### src/rtl/spart_bus_ctrl.sv
// Bus sequencer/arbiter for one SPART: programs the baud divisor, then shares the
// ioaddr/databus/iorw bus between two transmit requesters and the receive path.
module spart_bus_ctrl #(
  parameter logic [7:0] DIV_LO     = 8'h05,
  parameter logic [7:0] DIV_HI     = 8'h00,
  parameter int         TX_TIMEOUT = 1023
) (
  input  logic       clk,
  input  logic       rst,
  input  logic       req0,
  input  logic       req1,
  input  logic [7:0] data0,
  input  logic [7:0] data1,
  output logic       gnt0,
  output logic       gnt1,
  output logic [1:0] ioaddr,
  output logic       iorw,
  output logic [7:0] dbus_out,
  input  logic [7:0] dbus_in,
  input  logic       tbr,
  input  logic       rda,
  output logic [7:0] rx_data,
  output logic       rx_valid,
  output logic       cfg_done,
  output logic       tx_err
);

  localparam int CNT_W = $clog2(TX_TIMEOUT + 1);

  typedef enum logic [2:0] {
    CFG_LO, CFG_HI, IDLE, TX_WR, TX_WAIT_LO, TX_WAIT_HI, RX_RD, RX_WAIT
  } state_t;

  state_t           state_q, state_d;
  logic [1:0]       ioaddr_q, ioaddr_d;
  logic             iorw_q, iorw_d;
  logic [7:0]       dbus_out_q, dbus_out_d;
  logic             gnt0_q, gnt0_d;
  logic             gnt1_q, gnt1_d;
  logic [7:0]       rx_data_q, rx_data_d;
  logic             rx_valid_q, rx_valid_d;
  logic             cfg_done_q, cfg_done_d;
  logic             tx_err_q, tx_err_d;
  logic             last_q, last_d;
  logic [CNT_W-1:0] cnt_q, cnt_d;
  logic             pick1;
  logic [7:0]       tx_byte;

  always_comb begin
    // With both requesting, the one not granted last time wins.
    pick1   = req1 & ~(req0 & last_q);
    tx_byte = pick1 ? data1 : data0;

    state_d    = state_q;
    gnt0_d     = 1'b0;
    gnt1_d     = 1'b0;
    rx_data_d  = rx_data_q;
    rx_valid_d = 1'b0;
    cfg_done_d = cfg_done_q;
    tx_err_d   = tx_err_q;
    last_d     = last_q;
    cnt_d      = cnt_q;

    case (state_q)
      CFG_LO: begin
        // Outputs lag the state by a register; leave only once the low-byte write is on the bus.
        if (ioaddr_q == 2'b10 && !iorw_q) state_d = CFG_HI;
      end
      CFG_HI: begin
        state_d    = IDLE;
        cfg_done_d = 1'b1;
      end
      IDLE: begin
        if (rda) begin
          state_d = RX_RD;
        end else if (cfg_done_q && tbr && (req0 || req1)) begin
          state_d = TX_WR;
          gnt0_d  = ~pick1;
          gnt1_d  = pick1;
          last_d  = pick1;
        end
      end
      TX_WR: begin
        cnt_d   = CNT_W'(TX_TIMEOUT);
        state_d = TX_WAIT_LO;
      end
      TX_WAIT_LO: begin
        cnt_d = cnt_q - CNT_W'(1);
        if (!tbr) begin
          state_d = TX_WAIT_HI;
        end else if (cnt_q == CNT_W'(1)) begin
          state_d  = IDLE;
          tx_err_d = 1'b1;
        end
      end
      TX_WAIT_HI: begin
        cnt_d = cnt_q - CNT_W'(1);
        if (tbr) begin
          state_d = IDLE;
        end else if (cnt_q == CNT_W'(1)) begin
          state_d  = IDLE;
          tx_err_d = 1'b1;
        end
      end
      RX_RD: begin
        rx_data_d  = dbus_in;
        rx_valid_d = 1'b1;
        state_d    = RX_WAIT;
      end
      RX_WAIT: begin
        if (!rda) state_d = IDLE;
      end
      default: state_d = CFG_LO;
    endcase

    // Bus outputs are decoded from the next state so they are registered with it.
    ioaddr_d   = 2'b01;
    iorw_d     = 1'b1;
    dbus_out_d = 8'h00;
    case (state_d)
      CFG_LO: begin
        ioaddr_d   = 2'b10;
        iorw_d     = 1'b0;
        dbus_out_d = DIV_LO;
      end
      CFG_HI: begin
        ioaddr_d   = 2'b11;
        iorw_d     = 1'b0;
        dbus_out_d = DIV_HI;
      end
      TX_WR: begin
        ioaddr_d   = 2'b00;
        iorw_d     = 1'b0;
        dbus_out_d = tx_byte;
      end
      RX_RD: begin
        ioaddr_d = 2'b00;
      end
      default: ;
    endcase
  end

  always_ff @(posedge clk) begin
    if (rst) begin
      state_q    <= CFG_LO;
      ioaddr_q   <= 2'b00;
      iorw_q     <= 1'b1;
      dbus_out_q <= 8'h00;
      gnt0_q     <= 1'b0;
      gnt1_q     <= 1'b0;
      rx_data_q  <= 8'h00;
      rx_valid_q <= 1'b0;
      cfg_done_q <= 1'b0;
      tx_err_q   <= 1'b0;
      last_q     <= 1'b1;
      cnt_q      <= '0;
    end else begin
      state_q    <= state_d;
      ioaddr_q   <= ioaddr_d;
      iorw_q     <= iorw_d;
      dbus_out_q <= dbus_out_d;
      gnt0_q     <= gnt0_d;
      gnt1_q     <= gnt1_d;
      rx_data_q  <= rx_data_d;
      rx_valid_q <= rx_valid_d;
      cfg_done_q <= cfg_done_d;
      tx_err_q   <= tx_err_d;
      last_q     <= last_d;
      cnt_q      <= cnt_d;
    end
  end

  assign ioaddr   = ioaddr_q;
  assign iorw     = iorw_q;
  assign dbus_out = dbus_out_q;
  assign gnt0     = gnt0_q;
  assign gnt1     = gnt1_q;
  assign rx_data  = rx_data_q;
  assign rx_valid = rx_valid_q;
  assign cfg_done = cfg_done_q;
  assign tx_err   = tx_err_q;

endmodule

### config.mk
export PLATFORM = sky130hd
export DESIGN_NAME = spart_bus_ctrl
export DESIGN_NICKNAME = d
export VERILOG_FILES = /design/src/rtl/spart_bus_ctrl.sv
export SDC_FILE = /design/constraint.sdc
export NUM_CORES = 1
export LEC_CHECK = 0
export CAP_MARGIN = 20
export CORE_MARGIN = 2
export CORE_UTILIZATION = 49
export DETAILED_ROUTE_END_ITERATION = 8
export PLACE_DENSITY_LB_ADDON = 0.1
export SLEW_MARGIN = 30
export SYNTH_ARGS = -nofsm -noshare
export SYNTH_HDL_FRONTEND = slang
export SYNTH_SLANG_ARGS = --single-unit
### constraint.sdc
create_clock -name clk -period 4.7 [get_ports clk]
set_input_delay 0.705 -clock clk [delete_from_list [all_inputs] [get_ports clk]]
set_output_delay 0.705 -clock clk [all_outputs]
set_load 0.05 [all_outputs]
==> flow_metrics.tcl, run 1 <==
set metrics [dict create \
    yosys_warnings 0 \
    grt_overflow 0 \
    grt_max_degree 29 \
    synth_cell_type_count 39 \
    wirelength_mm 3.53 \
    ios 54 \
    synth_edf_count 0 \
    drt_iter0_markers 120 \
    post_cts_buffers 0 \
    io_buffers 53 \
    drc_errors 0 \
    fmax_mhz 421 \
    clock_skew_ns 0.0141 \
    worstPathCellList "clkdlybuf4s50_1 -> nand2_1 -> nor3_1 -> a311oi_1 -> a21bo_1 -> o31a_2" \
    hold_violations 0 \
    cp.required_ns 4.95 \
    antenna_found_initial 0 \
    insertion_delay_ns 0.35 \
    leakage_nw 0.935 \
    cpPeakStageDelay_ns 0.57 \
    async_flop_share 0 \
    drive_above_1_share 0.0779 \
    grt_use_total 0.194 \
    ctsHoldBuffers 0 \
    routed-via-count 1448 \
    yosysMostFrequentCell "dfxtp_1" \
    ctsResizeCount 0 \
    rows 21 \
    final_cells 277 \
    synth_top_area_cell "dfxtp_1" \
    grt_pass1_vias 1382 \
    drt_first_pass_iters 4 \
    antenna_left 0 \
    ys_seq_area_frac 0.452 \
    rsz0062_at_grt "false" \
    h-tree-depth 2 \
    synthesis.nets 213 \
    period_share 0.505 \
    place_ws_ns 2.01 \
    synth_common_cells "dfxtp_1, nor2_1, mux2i_1" \
    synth_ff_type "dfxtp_1" \
    vdd_drop_max_mv 0.227 \
    clk_pin_slew_ns 0.12 \
    critPathLaunchType "primary input" \
    cts_buffers 5 \
    viasPerCell 5.23 \
    grt_pass1_wl_mm 6.00 \
    routedWlPerCell_um 12.7 \
    fin_setup_tns_ns 0 \
    fin_crit_ns 2.37 \
    worst_path_max_delay_cell "clkdlybuf4s50_1" \
    min_path_type "reg -> reg" \
    syn_to_final_growth_pct 36.8 \
    dpl.cell_count 269 \
    syn_area_mm2 0.00168 \
    synth_area_per_cell_um2 9.30 \
    synth.area.top_cells "dfxtp_1, mux2i_1, nor2_1" \
    critPathMaxFanout 11 \
    final-max-slew-violation-count 0 \
    end_kind "register" \
    die_x_um 62.6 \
    core_mm2 0.00331 \
    antenna_cells 0 \
    critPathKind "in -> reg" \
    cts-root-buf "clkbuf_4" \
    num-fill-cells 276 \
    synth-seq-cells 38 \
    netlist_instances 181 \
    ctsLongestPathBuffers 2 \
    layout_setup_ws_ns 2.33 \
    r2r_slack_ns 2.63 \
    hpwlAfterDp_mm 2.59 \
    gp_congestion 0.852 \
    power_density_mw_per_mm2 485 \
    drv_cap 0 \
    die_area_mm2 0.00392 \
    tightest_slew_ns 0.639 \
    setup_viol 0 \
    cts_sinks 38 \
    slew_headroom 0.572 \
    dieHeight_um 62.6 \
    initial_core_util 0.508 \
    p_total_w 0.00112 \
    outcome "finished clean" \
    arrival_ns 2.62 \
    nets 262 \
    cts_tree "yes" \
    synth_top_area_frac 0.452 \
]
[stage by stage]
| step | hold WS, ns | instance area [µm²] | utilization |
|---|---|---|---|
| floorplan | 0.535 | 1680 | - |
| global placement | 0.447 | 2220 | 0.671 |
| detailed placement | 0.459 | 2220 | 0.672 |
| CTS | 0.485 | 2300 | 0.695 |
| global route | 0.517 | 2300 | 0.695 |
| finish | 0.476 | 2300 | 0.695 |
[worst max-delay path: cells and delay by family]
kind	cells	cell delay [ns]
AND/OR/NAND/NOR	2	0.42
buffers and inverters	1	0.57
AO/OA/AOI/OAI	3	0.93
[power breakdown]
part | internal (W) | switching [W] | total (W)
clock | 0.000110 | 0.000106 | 0.000217
sequential | 0.000383 | 0.0000648 | 0.000448
combinational | 0.000199 | 0.000254 | 0.000453
[metal layers]
layer  track usage  part of all wire  up-vias
met1         0.235              0.44      667
met2         0.310              0.48       55
met4        0.0750            0.0031        0
met3        0.0775             0.073        2
met5             0                 0        -
li1              -                 -      724
[layout by cell type, fill, tap and decap left out, drive strengths merged, types with 5 or more instances in the layout]
cell           count
dfxtp             38
mux2i             16
a21oi             14
o21ai              5
clkbuf             5
nor2              23
xnor2              5
nand2              7
nor3              12
clkdlybuf4s50     53
inv                9
[cell type report]
type                            instances  area, µm²  area share
Multi-Input combinational cell        122        835       0.362
Sequential cell                        38        761       0.330
Timing Repair Buffer                   54        538       0.234
Tap cell                               46       57.6      0.0250
Clock inverter                          3       40.0      0.0174
Clock buffer                            5       37.5      0.0163
Inverter                                9       33.8      0.0147
[sequential cells by signal, indices dropped and copies added (netlist names)]
register	flops
tx_err	1
gnt0	1
ioaddr	2
state_q	3
cfg_done	1
cnt_q	10
iorw	1
rx_valid	1
dbus_out	8
last_q	1
rx_data	8
gnt1	1
[worst paths after layout]
path | depth (start not counted) | start | to
max | 6 | tbr | last_q$_SDFFE_PP1P_
min reg2reg | 2 | tx_err$_SDFFE_PP0P_ | tx_err$_SDFFE_PP0P_
min | 2 | tx_err$_SDFFE_PP0P_ | tx_err$_SDFFE_PP0P_
max reg2reg | 5 | state_q[2]$_SDFF_PP0_ | last_q$_SDFFE_PP1P_
[cells by family (layout without fill, tap and decap cells)]
logic type               after synthesis  count (layout)  share of synthesized area
buffers and inverters                 21              71                     0.0543
XOR/XNOR                               9               9                     0.0468
AND/OR/NAND/NOR                       58              58                      0.180
adder cells (fa/ha/maj)                2               2                     0.0149
AO/OA/AOI/OAI                         37              37                      0.157
multiplexers                          16              16                     0.0952
flip-flops                            38              38                      0.452
Note: power is estimated with default switching activity, not from simulation.
==> inputs of run 2 (changes only) <==
--- a/config.mk
+++ b/config.mk
@@ -7,7 +7,7 @@
 export LEC_CHECK = 0
 export CAP_MARGIN = 20
 export CORE_MARGIN = 2
-export CORE_UTILIZATION = 49
+export CORE_UTILIZATION = 41
 export DETAILED_ROUTE_END_ITERATION = 8
 export PLACE_DENSITY_LB_ADDON = 0.1
 export SLEW_MARGIN = 30
==> constraint.sdc (replaced) <==
create_clock -name clk -period 2.07 [get_ports clk]
set_input_delay 0.3105 -clock clk [delete_from_list [all_inputs] [get_ports clk]]
set_output_delay 0.3105 -clock clk [all_outputs]
set_load 0.05 [all_outputs]
==> run 2 against run 1 <==
Against the previous run:
- via count up 1.4%
- clock power up 140%
- sequential power up 130%
- sequential share of layout area down 1.1 points
- clock skew down 0.0039 ns
- total power up 140%
- global-route usage down 1.7 points
- critical path depth down 1
- clock-buffer cell count up 2
==> flow_metrics.tcl, run 2 (synthesized netlist as in run 1, its figures left out) <==
set metrics [dict create \
    critPathLaunchType "register" \
    seq_area_um2 761 \
    drt_first_pass_iters 4 \
    final_cell_mix "clkdlybuf4s50_1, dfxtp_1, nor2_1" \
    largest_reg_flops 10 \
    grt_pass1_wl_mm 6.04 \
    fmax_mhz 536 \
    drt_iter0_markers 178 \
    drive_above_1_share 0.104 \
    power_density_mw_per_mm2 1100 \
    r2r-start "cnt_q[4]$_SDFFE_PP0P_" \
    antenna_left 0 \
    cts_buffers 5 \
    antenna_cells 0 \
    critPathKind "reg -> reg" \
    rows 23 \
    regMostFlops "cnt_q" \
    hpwlAfterDp_mm 2.81 \
    leakage_nw 0.980 \
    grt_max_degree 22 \
    die_x_um 68.1 \
    insertion_delay_ns 0.29 \
    ctsHoldBuffers 0 \
    h-tree-depth 2 \
    tightest_slew_ns 0.521 \
    ios 54 \
    drc_errors 0 \
    grt_pass1_vias 1381 \
    cts_tree "yes" \
    outcome "finished clean" \
    cpPeakStageDelay_ns 0.37 \
    final_common_cell "clkdlybuf4s50_1" \
    routed-via-count 1468 \
    viasPerCell 5.06 \
    initial_core_util 0.424 \
    r2r-end "last_q$_SDFFE_PP1P_" \
    worst_path_max_delay_cell "dfxtp_1" \
    fin_setup_tns_ns 0 \
    fin_crit_ns 1.86 \
    die_area_mm2 0.00463 \
    io_buffers 53 \
    cp-endpoint "last_q$_SDFFE_PP1P_" \
    critPathMaxFanout 4 \
    min_path_type "reg -> reg" \
    clk_pin_slew_ns 0.08 \
    setup_viol 0 \
    nets 271 \
    grt_use_total 0.177 \
    ctsLongestPathBuffers 2 \
    multiInputGateArea_um2 831 \
    slew_headroom 0.652 \
    ctsResizeCount 0 \
    core_mm2 0.00397 \
    rsz0062_at_grt "false" \
    num-fill-cells 332 \
    hold_violations 0 \
    cts_sinks 38 \
    cts-root-buf "clkbuf_8" \
    clock_skew_ns 0.0102 \
    period_share 0.901 \
    reg2reg_depth 5 \
    layout_setup_ws_ns 0.205 \
    place_ws_ns 0.0356 \
    dieHeight_um 68.1 \
    arrival_ns 2.04 \
    critPathLaunch "cnt_q[4]$_SDFFE_PP0P_" \
    post_cts_buffers 0 \
    worstPathCellList "nor4_4 -> and4_4 -> o311a_2 -> a21bo_1 -> o31a_2" \
    antenna_found_initial 0 \
    r2r_slack_ns 0.21 \
    gp_congestion 0.915 \
    vdd_drop_max_mv 0.735 \
    drv_cap 0 \
    grt_overflow 0 \
    whs_ns 0.477 \
    final-max-slew-violation-count 0 \
    wirelength_mm 3.78 \
    syn_to_final_growth_pct 41.7 \
    end_kind "register" \
    routedWlPerCell_um 13.0 \
    cp.required_ns 2.25 \
]
run 2: worst min path at each step:
| stage | slack (ns) | depth (start not counted) | startpoint | to |
|---|---|---|---|---|
| 6_report | 0.48 | 2 | tx_err$_SDFFE_PP0P_ | tx_err$_SDFFE_PP0P_ |
| 5_1_grt | 0.52 | 2 | tx_err$_SDFFE_PP0P_ | tx_err$_SDFFE_PP0P_ |
| 4_1_cts | 0.48 | 2 | tx_err$_SDFFE_PP0P_ | tx_err$_SDFFE_PP0P_ |
| 3_5_place_dp | 0.46 | 2 | tx_err$_SDFFE_PP0P_ | tx_err$_SDFFE_PP0P_ |
| 3_3_place_gp | 0.45 | 2 | tx_err$_SDFFE_PP0P_ | tx_err$_SDFFE_PP0P_ |
| 2_1_floorplan | 0.45 | 2 | dbus_in[0] | rx_data[0]$_SDFFE_PP0P_ |
run 2: through the flow:
step,total power (W),std cells,utilization,cell area (µm²)
after floorplan,0.00181,181,-,1680
after global placement,0.00209,282,0.578,2290
after detailed placement,0.00211,282,0.578,2290
after CTS,0.00265,290,0.601,2380
after global routing,0.00279,290,0.601,2380
final,0.00263,290,0.601,2380
run 2: worst max-delay path, delay by kind of cell (launching register included):
kind / cells / cell delay [ns]
AO/OA/AOI/OAI: 3 / 0.79
flip-flops: 1 / 0.37
AND/OR/NAND/NOR: 2 / 0.59
run 2: power breakdown:
| group | switching [W] | internal (W) | total, W |
|---|---|---|---|
| Sequential | 0.000153 | 0.000870 | 0.00102 |
| Clock | 0.000256 | 0.000269 | 0.000525 |
| Combinational | 0.000590 | 0.000490 | 0.00108 |
run 2: area by class of cell:
type	count	share of cell area
timing repair buffer	63	0.254
sequential	38	0.319
multi-input combinational	122	0.348
tap	50	0.0262
clock buffer	7	0.0362
clock inverter	1	0.00210
inverter	9	0.0142
run 2: layer usage:
layer,share of wire,routed length (µm),track usage,up-vias
li1,-,-,-,749
met1,0.44,1660,0.216,659
met2,0.47,1760,0.267,55
met3,0.081,308,0.0839,5
met4,0.014,52,0.0725,0
met5,0,0,0,-
==> inputs of run 3 (changes only) <==
--- a/config.mk
+++ b/config.mk
@@ -5,9 +5,10 @@
 export SDC_FILE = /design/constraint.sdc
 export NUM_CORES = 1
 export LEC_CHECK = 0
-export CAP_MARGIN = 20
+export CELL_PAD_IN_SITES_DETAIL_PLACEMENT = 0
+export CELL_PAD_IN_SITES_GLOBAL_PLACEMENT = 1
 export CORE_MARGIN = 2
-export CORE_UTILIZATION = 41
+export CORE_UTILIZATION = 30
 export DETAILED_ROUTE_END_ITERATION = 8
 export PLACE_DENSITY_LB_ADDON = 0.1
 export SLEW_MARGIN = 30
==> run 3 against run 2 <==
Against the previous run:
- hold slack better by 0.010 ns
- die area up 34%
- clock power up 1%
- register-to-register slack about the same
- via count up 0.27%
- global-route usage down 2.8 points
- critical path type unchanged
- highest routed layer unchanged
==> flow_metrics.tcl, run 3 (synthesized netlist as in run 1, its figures left out) <==
set metrics [dict create \
    routed-via-count 1472 \
    drt_iter0_markers 33 \
    period_share 0.905 \
    finalInstanceArea_mm2 0.00243 \
    ctsResizeCount 0 \
    outcome "finished clean" \
    wirelength_mm 4.17 \
    slew_headroom 0.654 \
    vdd_drop_max_mv 0.403 \
    tightest_slew_ns 0.517 \
    worstPathCellList "nor4_4 -> and4_4 -> o311a_2 -> a21bo_1 -> o31a_2" \
    ctsLongestPathBuffers 2 \
    final_common_cell "clkdlybuf4s50_1" \
    final-max-slew-violation-count 0 \
    arrival_ns 2.06 \
    cts_sinks 38 \
    largest_reg_flops 10 \
    post_cts_buffers 0 \
    grt_overflow 0 \
    die_x_um 78.9 \
    routedWlPerCell_um 13.3 \
    final_cell_mix "clkdlybuf4s50_1, dfxtp_1, nor2_1" \
    io_buffers 53 \
    antenna_left 0 \
    grt_max_degree 15 \
    grt_pass1_wl_mm 7.18 \
    rsz0062_at_grt "false" \
    hold_violations 0 \
    r2r_slack_ns 0.20 \
    worst_path_max_delay_cell "dfxtp_1" \
    antenna_cells 0 \
    nets 273 \
    antenna_found_initial 0 \
    drt_first_pass_iters 4 \
    insertion_delay_ns 0.29 \
    viasPerCell 4.69 \
    fmax_mhz 534 \
    cts_buffers 5 \
    rows 27 \
    cts-root-buf "clkbuf_8" \
    clk_pin_slew_ns 0.07 \
    min_path_type "reg -> reg" \
    ctsHoldBuffers 0 \
    core_mm2 0.00547 \
    leakage_nw 0.990 \
    fin_crit_ns 1.87 \
    whs_ns 0.488 \
    grt_use_total 0.149 \
    die_area_mm2 0.00622 \
    clock_skew_ns 0.00429 \
    h-tree-depth 2 \
    cp.required_ns 2.25 \
    syn_to_final_growth_pct 44.2 \
    drv_cap 0 \
    grt_pass1_vias 1577 \
    regMostFlops "cnt_q" \
    dieHeight_um 78.9 \
    power_density_mw_per_mm2 1090 \
    cts_tree "yes" \
    critPathKind "reg -> reg" \
    critPathLaunchType "register" \
    critPathMaxFanout 4 \
    cpPeakStageDelay_ns 0.36 \
    initial_core_util 0.307 \
    fin_setup_tns_ns 0 \
    gp_congestion 0.841 \
    end_kind "register" \
    hpwlAfterDp_mm 3.14 \
    drc_errors 0 \
    place_area_mm2 0.00234 \
    ios 54 \
    drive_above_1_share 0.112 \
    setup_viol 0 \
]
==> run 3: layout make-up <==
| cell class | instances | area, µm² |
|---|---|---|
| inverter | 9 | 33.8 |
| tap | 72 | 90.1 |
| timing repair buffer | 65 | 621 |
| clock inverter | 1 | 5.00 |
| fill | 546 | 3050 |
| multi-input combinational | 122 | 831 |
| clock buffer | 7 | 86.3 |
| sequential | 38 | 761 |
==> run 3: worst paths after layout <==
check / endpoint / cells after the start / startpoint
min reg2reg: tx_err$_SDFFE_PP0P_ / 2 / tx_err$_SDFFE_PP0P_
min: tx_err$_SDFFE_PP0P_ / 2 / tx_err$_SDFFE_PP0P_
max reg2reg: last_q$_SDFFE_PP1P_ / 5 / cnt_q[4]$_SDFFE_PP0P_
max: last_q$_SDFFE_PP1P_ / 5 / cnt_q[4]$_SDFFE_PP0P_
==> run 3: per-stage QoR <==
stage / power [W] / std cells / utilization / worst slack [ns]
floorplan: 0.00181 / 181 / - / 0.0658
global placement: 0.00213 / 306 / 0.427 / 0.0565
detailed placement: 0.00214 / 306 / 0.427 / 0.0269
CTS: 0.00268 / 314 / 0.444 / 0.180
global route: 0.00284 / 314 / 0.444 / 0.0599
finish: 0.00265 / 314 / 0.444 / 0.196
==> run 3: worst max-delay path, delay by kind of cell, from the launching register on <==
kind | cells | cell delay [ns]
compound gates | 3 | 0.78
simple gates | 2 | 0.61
flops | 1 | 0.36
==> run 3: per-layer routing <==
metal / vias to the layer above / track usage / part of all wire
met3: 8 / 0.0580 / 0.064
met5: - / 0 / 0
li1: 749 / - / -
met4: 0 / 0.0621 / 0.024
met2: 35 / 0.251 / 0.49
met1: 680 / 0.167 / 0.42
==> run 3: where the power goes <==
group / switching [W] / internal, W
combinational: 0.000600 / 0.000498
sequential: 0.000152 / 0.000870
clock: 0.000262 / 0.000269
total: 0.00101 / 0.00164
